`config.mk`:
```
export PLATFORM = sky130hd
export DESIGN_NAME = cpu_sequencer
export DESIGN_NICKNAME = d
export VERILOG_FILES = /design/src/rtl/cpu_sequencer.sv
export SDC_FILE = /design/constraint.sdc
export NUM_CORES = 1
export LEC_CHECK = 0
export ABC_AREA = 1
export CORE_MARGIN = 5
export CORE_UTILIZATION = 25
export CTS_BUF_LIST = sky130_fd_sc_hd__clkbuf_16
export CTS_CLUSTER_DIAMETER = 100
export CTS_CLUSTER_SIZE = 16
export DETAILED_ROUTE_END_ITERATION = 16
export PLACE_DENSITY = 0.44
export SYNTH_ARGS = -nofsm -noshare
export SYNTH_HDL_FRONTEND = slang
export SYNTH_SLANG_ARGS = --single-unit
```
`constraint.sdc`:
```
create_clock -name clk -period 1.81 [get_ports clk]
set_clock_uncertainty 0.1 [all_clocks]
set_input_delay 0.2715 -clock clk [delete_from_list [all_inputs] [get_ports clk]]
set_output_delay 0.2715 -clock clk [all_outputs]
set_load 0.1 [all_outputs]
```
`src/rtl/cpu_sequencer.sv`:
```
// Multi-cycle RV32I control FSM: FETCH/DECODE/EXEC/(MEM)/WB, 4 cycles (5 with MEM) at zero wait.
// Backpressure: FETCH holds imem_req until imem_ready, MEM holds dmem_req/dmem_we until dmem_ready.
module cpu_sequencer #(
  parameter int         CNT_W     = 32,
  parameter logic [2:0] NOTLOAD   = 3'd0,
  parameter logic [1:0] NOTSTORE  = 2'd0,
  parameter logic [2:0] NOTBRANCH = 3'd0,
  parameter logic [2:0] BJAL      = 3'd1,
  parameter logic [2:0] BJALR     = 3'd2
) (
  input  logic             clk,
  input  logic             rst,
  input  logic             run,
  input  logic             halt_req,
  output logic             imem_req,
  input  logic             imem_ready,
  output logic             ir_we,
  input  logic [2:0]       info_load,
  input  logic [1:0]       info_store,
  input  logic [2:0]       info_branch,
  input  logic             write_reg,
  input  logic             br_taken,
  output logic             dmem_req,
  output logic             dmem_we,
  input  logic             dmem_ready,
  output logic             reg_we,
  output logic [1:0]       wb_sel,
  output logic             pc_we,
  output logic             pc_sel,
  output logic [2:0]       state,
  output logic             halted,
  output logic [CNT_W-1:0] cycle_cnt,
  output logic [CNT_W-1:0] instret_cnt
);

  localparam logic [2:0] S_IDLE   = 3'd0;
  localparam logic [2:0] S_FETCH  = 3'd1;
  localparam logic [2:0] S_DECODE = 3'd2;
  localparam logic [2:0] S_EXEC   = 3'd3;
  localparam logic [2:0] S_MEM    = 3'd4;
  localparam logic [2:0] S_WB     = 3'd5;
  localparam logic [2:0] S_HALT   = 3'd6;

  localparam logic [1:0] WB_ALU  = 2'd0;
  localparam logic [1:0] WB_LOAD = 2'd1;
  localparam logic [1:0] WB_PC4  = 2'd2;

  logic [2:0] state_q;
  logic [2:0] state_d;

  logic is_load;
  logic is_store;
  logic is_jump;
  logic is_cond;
  logic active;

  assign is_load  = (info_load != NOTLOAD);
  assign is_store = (info_store != NOTSTORE);
  assign is_jump  = (info_branch == BJAL) || (info_branch == BJALR);
  assign is_cond  = (info_branch != NOTBRANCH) && !is_jump;
  assign active   = (state_q >= S_FETCH) && (state_q <= S_WB);

  assign state  = state_q;
  assign halted = (state_q == S_HALT);

  always_comb begin
    state_d = S_IDLE;
    case (state_q)
      S_IDLE:   state_d = run ? S_FETCH : S_IDLE;
      S_FETCH:  state_d = imem_ready ? S_DECODE : S_FETCH;
      S_DECODE: state_d = S_EXEC;
      S_EXEC:   state_d = (is_load || is_store) ? S_MEM : S_WB;
      S_MEM:    state_d = dmem_ready ? S_WB : S_MEM;
      // halt_req outranks run so a stop request is never lost to back-to-back execution
      S_WB:     state_d = halt_req ? S_HALT : (run ? S_FETCH : S_IDLE);
      S_HALT:   state_d = S_HALT;
      default:  state_d = S_IDLE;
    endcase
  end

  always_comb begin
    imem_req = 1'b0;
    ir_we    = 1'b0;
    dmem_req = 1'b0;
    dmem_we  = 1'b0;
    reg_we   = 1'b0;
    wb_sel   = WB_ALU;
    pc_we    = 1'b0;
    pc_sel   = 1'b0;
    case (state_q)
      S_FETCH: begin
        imem_req = 1'b1;
        ir_we    = imem_ready;
      end
      S_MEM: begin
        dmem_req = 1'b1;
        dmem_we  = is_store;
      end
      S_WB: begin
        pc_we  = 1'b1;
        reg_we = write_reg;
        if (is_load)
          wb_sel = WB_LOAD;
        else if (is_jump)
          wb_sel = WB_PC4;
        pc_sel = is_jump || (is_cond && br_taken);
      end
      default: begin
      end
    endcase
  end

  always_ff @(posedge clk) begin
    if (rst) begin
      state_q     <= S_IDLE;
      cycle_cnt   <= '0;
      instret_cnt <= '0;
    end else begin
      state_q <= state_d;
      if (active)
        cycle_cnt <= cycle_cnt + CNT_W'(1);
      if (state_q == S_WB)
        instret_cnt <= instret_cnt + CNT_W'(1);
    end
  end

  a_mem_excl: assert property (@(posedge clk) disable iff (rst) !(imem_req && dmem_req));
  a_we_scope: assert property (@(posedge clk) disable iff (rst)
                               (ir_we || reg_we || pc_we) |-> (state_q == S_FETCH || state_q == S_WB));

endmodule

```
# Word-level counts from Yosys, hierarchy flattened
# Cells that the tools add are included.
word_totals:
  input_bits: 16
  register_bits: 67
  elab_cells: 42
  output_inout_bits: 77
classes:
  n_mux: 16
  order_cmp: 2
  n_addsub: 2
  eq_ne: 8
  n_reduce_logical: 11
ops:
  columns: ["cell", "n"]
  rows:
  - ["$add 32x1->32 const B", 2]
  - ["$pmux 3 s7", 1]
  - ["$mux 1", 10]
  - ["$eq 3x2->1 const B", 3]
  - ["$eq 3x3->1 const B", 3]
  - ["$mux 2", 4]
  - ["$eq 3x1->1 const B", 2]
  - ["$reduce_bool 3->1", 2]
  - ["$ge 3x1->1 const B", 1]
  - ["$le 3x3->1 const B", 1]
  - ["$logic_and 1x1->1", 3]
  - ["$logic_not 3->1", 1]
  - ["$logic_or 1x1->1", 3]
  - ["$mux 3", 1]
  - ["$reduce_bool 2->1", 1]
  - ["$logic_not 1->1", 1]

# Logic depth before layout (Yosys ltp)
# Gate-level depths: netlist of the first run.
depth:
  word_depth: 7
  mapped_depth: 10
  ltp_nobuf: 10

# Worst setup path after synthesis of the first run
# OpenSTA, ideal clock, no wires.
synth_path:
  path_kind: "reg2out"
  startpoint: "register state_q[0] (netlist: state[0])"
  endpoint: "output port ir_we"
  arrival_ns: 4.393
  slack_ns: -2.955
  n_path_buf: 0
  stages_incl_launch_ff: 5
  t_required_ns: 1.439
  path_cell_list: "dfxtp_1 inv_1 nor3_1 nand2_1 inv_1"
synth_between:
  elab_chain_len: 2
synth_lines:
  columns: ["element", "line", "source"]
  rows:
  - ["start, declared", "48", "logic [2:0] state_q;"]
  - ["start signal, assigned", "119", "state_q <= state_d;"]
  - ["$eq 3x1->1", "90", "case (state_q)"]
  - ["$mux 1", "90", null]
  - ["end, declared", "17", "output logic ir_we,"]
# Every way passes these cells.

# Worst setup path in the final report of the first run
layout_path:
  startpoint: "register state_q[1] (netlist: state[1])"
  endpoint: "output port wb_sel[1]"
layout_between:
  elab_chain_len: 2
layout_lines:
  columns: ["element", "line", "source"]
  rows:
  - ["$eq 3x3->1", "90", null]
  - ["$mux 2", "90", null]
  - ["end, declared", "27", "output logic [1:0] wb_sel,"]
# Every way passes these cells.

==> out/qor_table.md, run 1 <==
| Group | Quantity | This run |
|:---|:---|:---|
| status | Run status | finished, final reports clean |
| route | Via-per-instance ratio | 4.471 |
| timing | Transition time at the pin with the least slew margin | 0.4897 ns |
| route | ANT nets after route | 0 |
| yosys | Cell area after technology mapping | 0.003796 mm2 |
| worst setup path | Series of cell instances along the critical path | inv_4 -> nand3_4 -> inv_4 -> o211ai_1 -> nor2_4 -> buf_12 |
| clocking | Clock insertion delay at the later pin of the skew report | 0.34 ns |
| worst setup path | Buf+Inv Stages, Crit Path | 3 |
| final layout | Area added between synthesis and finish | 70.80% |
| timing | RSZ-0062 raised after global routing | yes |
| timing | Setup WS post-layout | 0.005912 ns |
| floorplan | Placeable core region | 0.01503 mm2 |
| placed design | Final Wtd Congestion | 0.8861 |
| final layout | Layout Nets | 747 |
| route | Number of vias in the routed layout | 4122 |
| timing | Ratio of final minimum period to clock period | 99.67% |
| worst setup path | Critical Path Most Common Cell | sky130_fd_sc_hd__inv_4 |
| floorplan | FP Rows | 45 |
| final layout | Filler Cells Inserted | 1503 |
| floorplan | Vertical extent of the die | 133.2 um |
| clocking | Maximum root-to-sink buffer count | 2 |
| floorplan | Area enclosed by the die boundary | 0.01775 mm2 |
| placed design | Post-DP Area | 0.005976 mm2 |
| yosys | Synth cell types | 35 |
| route | Final routed wirelength across all metal layers | 12.07 mm |
| placed design | Placed Instances | 891 |
| yosys | Share of Yosys cell area claimed by the top area cell type | 35.33% |
| worst setup path | Type of element capturing the critical path | primary output |
| yosys | Sequential fraction of the synthesis area | 35.33% |
| floorplan | Horiz. Die Dim | 133.2 um |
| yosys | Average instance area after synthesis | 6.264 um2 |
| yosys | Number of instances in the synthesized netlist | 606 |
| worst setup path | Startpoint class of the critical path | flop |
| grt | Largest net degree at the start of global routing | 32 |
| yosys | Number of nets produced by synthesis | 624 |
| worst setup path | Critical-path cell with the highest stage delay | sky130_fd_sc_hd__dfxtp_4 |
| pwr | Pwr per Cell Area | 595.0 mW/mm2 |
| placed design | DP Worst Slack | -0.02968 ns |
| route | DRT iter0 DRCs | 260 |
| yosys | Post-synthesis register bit count | 67 |
| final layout | Highest-count cells in the layout ignoring fill and taps | sky130_fd_sc_hd__nand2_1 (147), sky130_fd_sc_hd__nor2_1 (114), sky130_fd_sc_hd__inv_1 (82) |
| final layout | Layout cell share with drive strength beyond 1 | 31.61% |
| grt | Combined global-route utilization of all metal layers | 14.00% |
| grt | Total congestion overflow | 0 |
| worst setup path | Arrival time of the worst setup path | 1.43 ns |
| worst setup path | Max incr delay on CP | 0.35 ns |
| floorplan | Top Ports | 93 |
| clocking | Clk sink count | 67 |
| pwr | Leak | 0.002468 uW |
| pwr | Highest ir drop seen on vdd | 421.4 uV |
| grt | Number of global-route vias before repair | 4100 |
| clocking | CTS tree | done |
| placed design | Quantity of I/O buffers inserted on ports | 92 |
| timing | Slew Limit Fails | 0 |
| final layout | Commonest non-fill, non-tap cell in the layout | sky130_fd_sc_hd__nand2_1 |
| final layout | Antenna diodes | 0 |
| clocking | Number of levels in the clock H-tree | 3 |
| worst setup path | Path type of the worst setup path | reg2out |
| final layout | Post-route insts no fill | 922 |
| timing | Max transition margin | 67.10% |
| worst setup path | Critical path data required time | 1.44 ns |
| timing | Highest achievable clock rate | 554.3 MHz |
| yosys | Most area-consuming cells after synthesis | sky130_fd_sc_hd__dfxtp_1 (35%), sky130_fd_sc_hd__nand2_1 (15%), sky130_fd_sc_hd__nor2_1 (12%), sky130_fd_sc_hd__inv_1 (8.3%), sky130_fd_sc_hd__nand3_1 (5.3%) |
| route | Per-cell routed wire length | 13.10 um |
| clocking | Clk pin slew, worst setup/hold paths | 0.05 ns |
| yosys | Yosys warning count | 0 |
| clocking | Hold bufs inserted after CTS | 0 |
| grt | Antenna violations before repair | 0 |
| route | Residual DRC count | 0 |
| clocking | Clk Tree Root Cell | sky130_fd_sc_hd__clkbuf_16 |
| timing | Final number of hold-violating endpoints | 0 |
| final layout | Cell area after layout | 0.006484 mm2 |
| yosys | Top cell type by total area after synthesis | sky130_fd_sc_hd__dfxtp_1 |
| grt | First-pass GRT wire length | 20.17 mm |
| timing | Number of setup violations in the final report | 0 |
| placed design | DPL Wire Length | 9.292 mm |
| worst hold path | Worst hold path class | reg2reg |
| run | Max-capacitance violation count | 0 |
| route | Router iterations before antenna repair | 4 |
| worst setup path | Peak fanout along the critical path | 3 |
| timing | Clock period minus worst slack | 1.804 ns |
| floorplan | Starting density of the core | 25.25% |
| worst setup path | Largest delay share family, worst path | flip-flops |
| clocking | Number of clock buffers inserted by TritonCTS | 9 |
-- power breakdown --
group          total, uW  leakage (uW)  switching (uW)  internal (uW)
clock               1810      0.000152             680           1130
combinational        538       0.00174             341            197
sequential          1510      0.000576            26.9           1480
total               3860       0.00247            1050           2810
-- final timing paths --
check / cells after the start / slack [ns] / to / start
worst max register to register: 9 / 0.11 / cycle_cnt[27]$_SDFFE_PP0P_ / state[1]$_SDFF_PP0_
worst min register to register: 2 / 0.39 / instret_cnt[9]$_SDFFE_PP0P_ / instret_cnt[9]$_SDFFE_PP0P_
worst max-delay path: 6 / 0.006 / wb_sel[1] / state[1]$_SDFF_PP0_
worst min-delay path: 2 / 0.39 / instret_cnt[9]$_SDFFE_PP0P_ / instret_cnt[9]$_SDFFE_PP0P_
-- through the flow --
stage,util [%],hold slack [ns],TNS [ns],power (uW)
3_5_place_dp,39.75,0.3793,-0.02968,2037
2_1_floorplan,-,0.3085,-2.620,1841
4_1_cts,42.36,0.3882,-0.04380,3896
3_3_place_gp,39.75,0.3711,0,2028
6_report,43.13,0.3866,0,3858
5_1_grt,43.13,0.4115,-0.1878,3989
-- area by class of cell --
| cell class | count | area, um2 | area share (%) |
|---|---|---|---|
| Multi-Input combinational cell | 444 | 2236 | 34.48 |
| Timing Repair Buffer | 121 | 1923 | 29.66 |
| Sequential cell | 67 | 1455 | 22.44 |
| Inverter | 86 | 331.6 | 5.114 |
| Clock buffer | 10 | 250.2 | 3.860 |
| Tap cell | 188 | 235.2 | 3.628 |
| Clock inverter | 6 | 52.55 | 0.8105 |
-- state kept, by name, summed over array words and instances (netlist names) --
signal and cells:
instret_cnt 32, cycle_cnt 32, state 3
-- worst register-to-register path: stages, from the launching register on --
cell                      delay, ns
sky130_fd_sc_hd__dfxtp_4       0.35
sky130_fd_sc_hd__buf_4         0.16
sky130_fd_sc_hd__nand2_4       0.09
sky130_fd_sc_hd__inv_1         0.07
sky130_fd_sc_hd__a21oi_4       0.31
sky130_fd_sc_hd__nand2_2       0.15
sky130_fd_sc_hd__nor2_4        0.12
sky130_fd_sc_hd__nand2_1       0.10
sky130_fd_sc_hd__nor2_1        0.10
sky130_fd_sc_hd__nor2_1        0.05
-- kinds of logic (layout without fill, tap and decap cells) --
group	count (synthesis)	count (layout)	synth area share, %
XOR/XNOR	3	3	0.6923
AND/OR/NAND/NOR	371	371	43.21
flip-flops	67	67	35.33
AO/OA/AOI/OAI	68	68	9.921
buffers and inverters	95	223	10.18
adder cells (fa/ha/maj)	2	2	0.6591
-- metal layers --
metal	routed length (um)	part of all wire [%]	GRT usage [%]	vias up
met4	197	1.6	5.200	0
met2	5953	49	24.15	77
met5	0	0	0	-
met1	5443	45	16.93	1854
li1	-	-	-	2174
met3	479	4.0	3.323	17
-- synthesized netlist by cell type (all sizes together) --
master / n
ha: 2
inv: 86
and2: 2
nand3: 43
buf: 3
nor3: 13
xnor2: 1
nand4: 16
dfxtp: 67
o21ai: 24
a31oi: 4
nor2: 136
o21bai: 3
nand2: 155
xor2: 2
o21a: 2
and3: 2
o211ai: 2
a211oi: 1
nand3b: 2
clkbuf: 6
a21oi: 32
nor3b: 2
-- timing repair --
item / 4_1_cts / 5_1_grt
resized for setup: 7 / 21
pin swaps: 4 / 7
setup endpoints to repair: 5 / 20
hold endpoints to repair: 0 / 0
setup buffers: 10 / 5
No activity file was read; power rests on OpenSTA's default activity.
==> run 2, diff against run 1 <==
Settings changed: GPL_ROUTABILITY_DRIVEN from default to 0, GPL_TIMING_DRIVEN from default to 0.
==> run 2 against run 1 <==
  * Largest cell class unchanged
  * Highest routed layer unchanged
  * Die area unchanged
  * Sequential share of layout area up 3.0 points
  * Cell count down 0.54%
  * Critical path depth unchanged
  * Register-to-register slack about the same
  * The flow now finishes with violations (setup timing)
  * Flip-flop and latch count unchanged
  * Non-clock buffer count down 5
  * Critical endpoint unchanged
==> out/qor_table.md, run 2 (synthesis gave the netlist of run 1 again) <==
| Group | Quantity | This run |
|:---|:---|:---|
| floorplan | Placeable core region | 0.01503 mm2 |
| placed design | DPL Wire Length | 9.443 mm |
| clocking | Clk sink count | 67 |
| route | Final routed wirelength across all metal layers | 12.26 mm |
| route | Sum of met2 wire segment lengths after detailed routing | 5.670 mm |
| route | Via-per-instance ratio | 4.496 |
| grt | First-pass GRT wire length | 20.48 mm |
| floorplan | Starting density of the core | 25.25% |
| timing | RSZ-0062 raised after global routing | yes |
| floorplan | FP Rows | 45 |
| final layout | Antenna diodes | 0 |
| worst setup path | Max incr delay on CP | 0.36 ns |
| route | Metal3 WL | 752 um |
| timing | Clock period minus worst slack | 1.854 ns |
| timing | Setup WS post-layout | -0.04416 ns |
| pwr | Logic gate share of total power | 14.0% |
| timing | Total negative slack for setup checks | -0.06626 ns |
| worst setup path | Register-to-register setup slack | 0.12 ns |
| route | Total routed wire length on the met1 layer | 5.700 mm |
| placed design | Quantity of I/O buffers inserted on ports | 92 |
| pwr | Overall power consumption | 3533 uW |
| worst setup path | Capture point of the critical path | wb_sel[1] |
| route | Number of vias in the routed layout | 4123 |
| placed design | Post-DP Area | 0.005160 mm2 |
| final layout | Filler Cells Inserted | 1623 |
| worst setup path | Origin of the critical flop-to-flop path | state[0]$_SDFF_PP0_ |
| route | Top sig layer | met4 |
| floorplan | Area enclosed by the die boundary | 0.01775 mm2 |
| clocking | Clk Tree Root Cell | sky130_fd_sc_hd__clkbuf_16 |
| worst setup path | Critical-path cell with the highest stage delay | sky130_fd_sc_hd__dfxtp_4 |
| pwr | Sequential cell fraction of total power | 42.6% |
| worst setup path | Critical path launch point | state[1]$_SDFF_PP0_ |
| grt | Number of global-route vias before repair | 4021 |
| grt | Largest net degree at the start of global routing | 11 |
| pwr | Leak | 0.002085 uW |
| floorplan | Vertical extent of the die | 133.2 um |
| placed design | DP Worst Slack | -1.083 ns |
| status | Run status | complete, but fails checks |
| timing | Number of setup violations in the final report | 2 |
| clocking | Hold bufs inserted after CTS | 0 |
| worst setup path | Path type of the worst setup path | reg2out |
| route | Router iterations before antenna repair | 4 |
| timing | Slew Limit Fails | 0 |
| final layout | Area added between synthesis and finish | 50.40% |
| floorplan | Top Ports | 93 |
| pwr | Switching fraction of total power | 28.19% |
| final layout | Storage element area | 0.001455 mm2 |
| status | Failing checks | setup timing |
| route | DRT iter0 DRCs | 200 |
| timing | Max transition margin | 55.40% |
| final layout | Commonest non-fill, non-tap cell in the layout | sky130_fd_sc_hd__nand2_1 |
| timing | Highest achievable clock rate | 539.3 MHz |
| grt | Antenna violations before repair | 0 |
| clocking | Number of clock buffers inserted by TritonCTS | 9 |
| worst setup path | Critical path data required time | 1.44 ns |
| grt | Combined global-route utilization of all metal layers | 14.30% |
| final layout | Cell area after layout | 0.005709 mm2 |
| timing | Final number of hold-violating endpoints | 0 |
| clocking | CTS tree | done |
| worst setup path | Worst reg2reg endpoint | cycle_cnt[25]$_SDFFE_PP0P_ |
| pwr | Pwr per Cell Area | 618.8 mW/mm2 |
| final layout | Layout Nets | 742 |
| final layout | Highest-count cells in the layout ignoring fill and taps | sky130_fd_sc_hd__nand2_1 (150), sky130_fd_sc_hd__nor2_1 (114), sky130_fd_sc_hd__inv_1 (84) |
| final layout | Core Util, Final | 37.98% |
| worst setup path | Logic depth of the worst register-to-register path | 8 |
| worst setup path | Arrival time of the worst setup path | 1.48 ns |
| worst setup path | Startpoint class of the critical path | flop |
| final layout | Footprint of the multi-input gates | 0.002193 mm2 |
| final layout | Layout cell share with drive strength beyond 1 | 29.63% |
| route | ANT nets after route | 0 |
| pwr | Design internal power | 2537 uW |
| route | Residual DRC count | 0 |
| route | Per-cell routed wire length | 13.37 um |
| clocking | Maximum root-to-sink buffer count | 2 |
| clocking | Clk pin slew, worst setup/hold paths | 0.05 ns |
| timing | Ratio of final minimum period to clock period | 102.4% |
| worst setup path | Type of element capturing the critical path | primary output |
| pwr | Highest ir drop seen on vdd | 383.5 uV |
| grt | Total congestion overflow | 0 |
| floorplan | Horiz. Die Dim | 133.2 um |
| timing | Transition time at the pin with the least slew margin | 0.6690 ns |
| pwr | Fraction of power consumed by the clock network | 43.5% |
| worst setup path | Peak fanout along the critical path | 5 |
| worst setup path | Series of cell instances along the critical path | inv_4 -> nand3_4 -> inv_8 -> o211ai_1 -> nor2_4 -> buf_12 |
| clocking | Number of levels in the clock H-tree | 3 |
| clocking | Clock insertion delay at the later pin of the skew report | 0.34 ns |
| worst hold path | Worst hold path class | reg2reg |
| run | Max-capacitance violation count | 0 |
| pwr | Net load switching power | 996.0 uW |
run 2: critical path: cells and delay by family, from the launching register on:
| family | cells | cell delay [ns] |
|---|---|---|
| DFF | 1 | 0.36 |
| buffers and inverters | 3 | 0.33 |
| and+or+nand+nor | 2 | 0.26 |
| AOI/OAI and AO/OA | 1 | 0.19 |
run 2: what timing repair did:
action	in CTS	in global routing
pin swaps	2	7
endpoints found under the hold margin	0	0
buffers inserted	7	9
gates resized for setup	278	19
endpoints found under the setup margin	87	20
run 2: area by class of cell:
class	instances	area share (%)
Sequential cell	67	25.49
Timing Repair Buffer	108	20.62
Buffer	8	0.9424
Multi-Input combinational cell	444	38.42
Clock inverter	7	0.5041
Tap cell	188	4.120
Inverter	86	5.961
Clock buffer	9	3.945
run 2: how the worst min path moves through the flow:
stage / from / end / slack, ns / cells past startpoint
after floorplan: run / state[0]$_SDFF_PP0_ / 0.31 / 2
after global routing: instret_cnt[9]$_SDFFE_PP0P_ / instret_cnt[9]$_SDFFE_PP0P_ / 0.41 / 2
after CTS: instret_cnt[9]$_SDFFE_PP0P_ / instret_cnt[9]$_SDFFE_PP0P_ / 0.37 / 2
after global placement: instret_cnt[9]$_SDFFE_PP0P_ / instret_cnt[9]$_SDFFE_PP0P_ / 0.36 / 2
final: instret_cnt[9]$_SDFFE_PP0P_ / instret_cnt[9]$_SDFFE_PP0P_ / 0.37 / 2
after detailed placement: instret_cnt[9]$_SDFFE_PP0P_ / instret_cnt[9]$_SDFFE_PP0P_ / 0.36 / 2
run 2: through the flow:
step                hold slack [ns]  instances
finish                       0.3674        917
CTS                          0.3672        908
global placement             0.3575        886
detailed placement           0.3587        886
global route                 0.4067        917
floorplan                    0.3085        606
run 2: power groups by stage:
stage | combinational (uW) | clock, uW | sequential [uW]
5_1_grt | 525 | 1650 | 1510
3_3_place_gp | 428 | 0 | 1540
3_5_place_dp | 431 | 0 | 1540
4_1_cts | 449 | 1600 | 1510
6_report | 493 | 1540 | 1500
2_1_floorplan | 192 | 0 | 1650
run 2: layer usage:
metal,GRT usage (%),up-vias
li1,-,2159
met1,17.89,1865
met5,0,-
met2,23.36,88
met3,5.211,11
met4,3.714,0
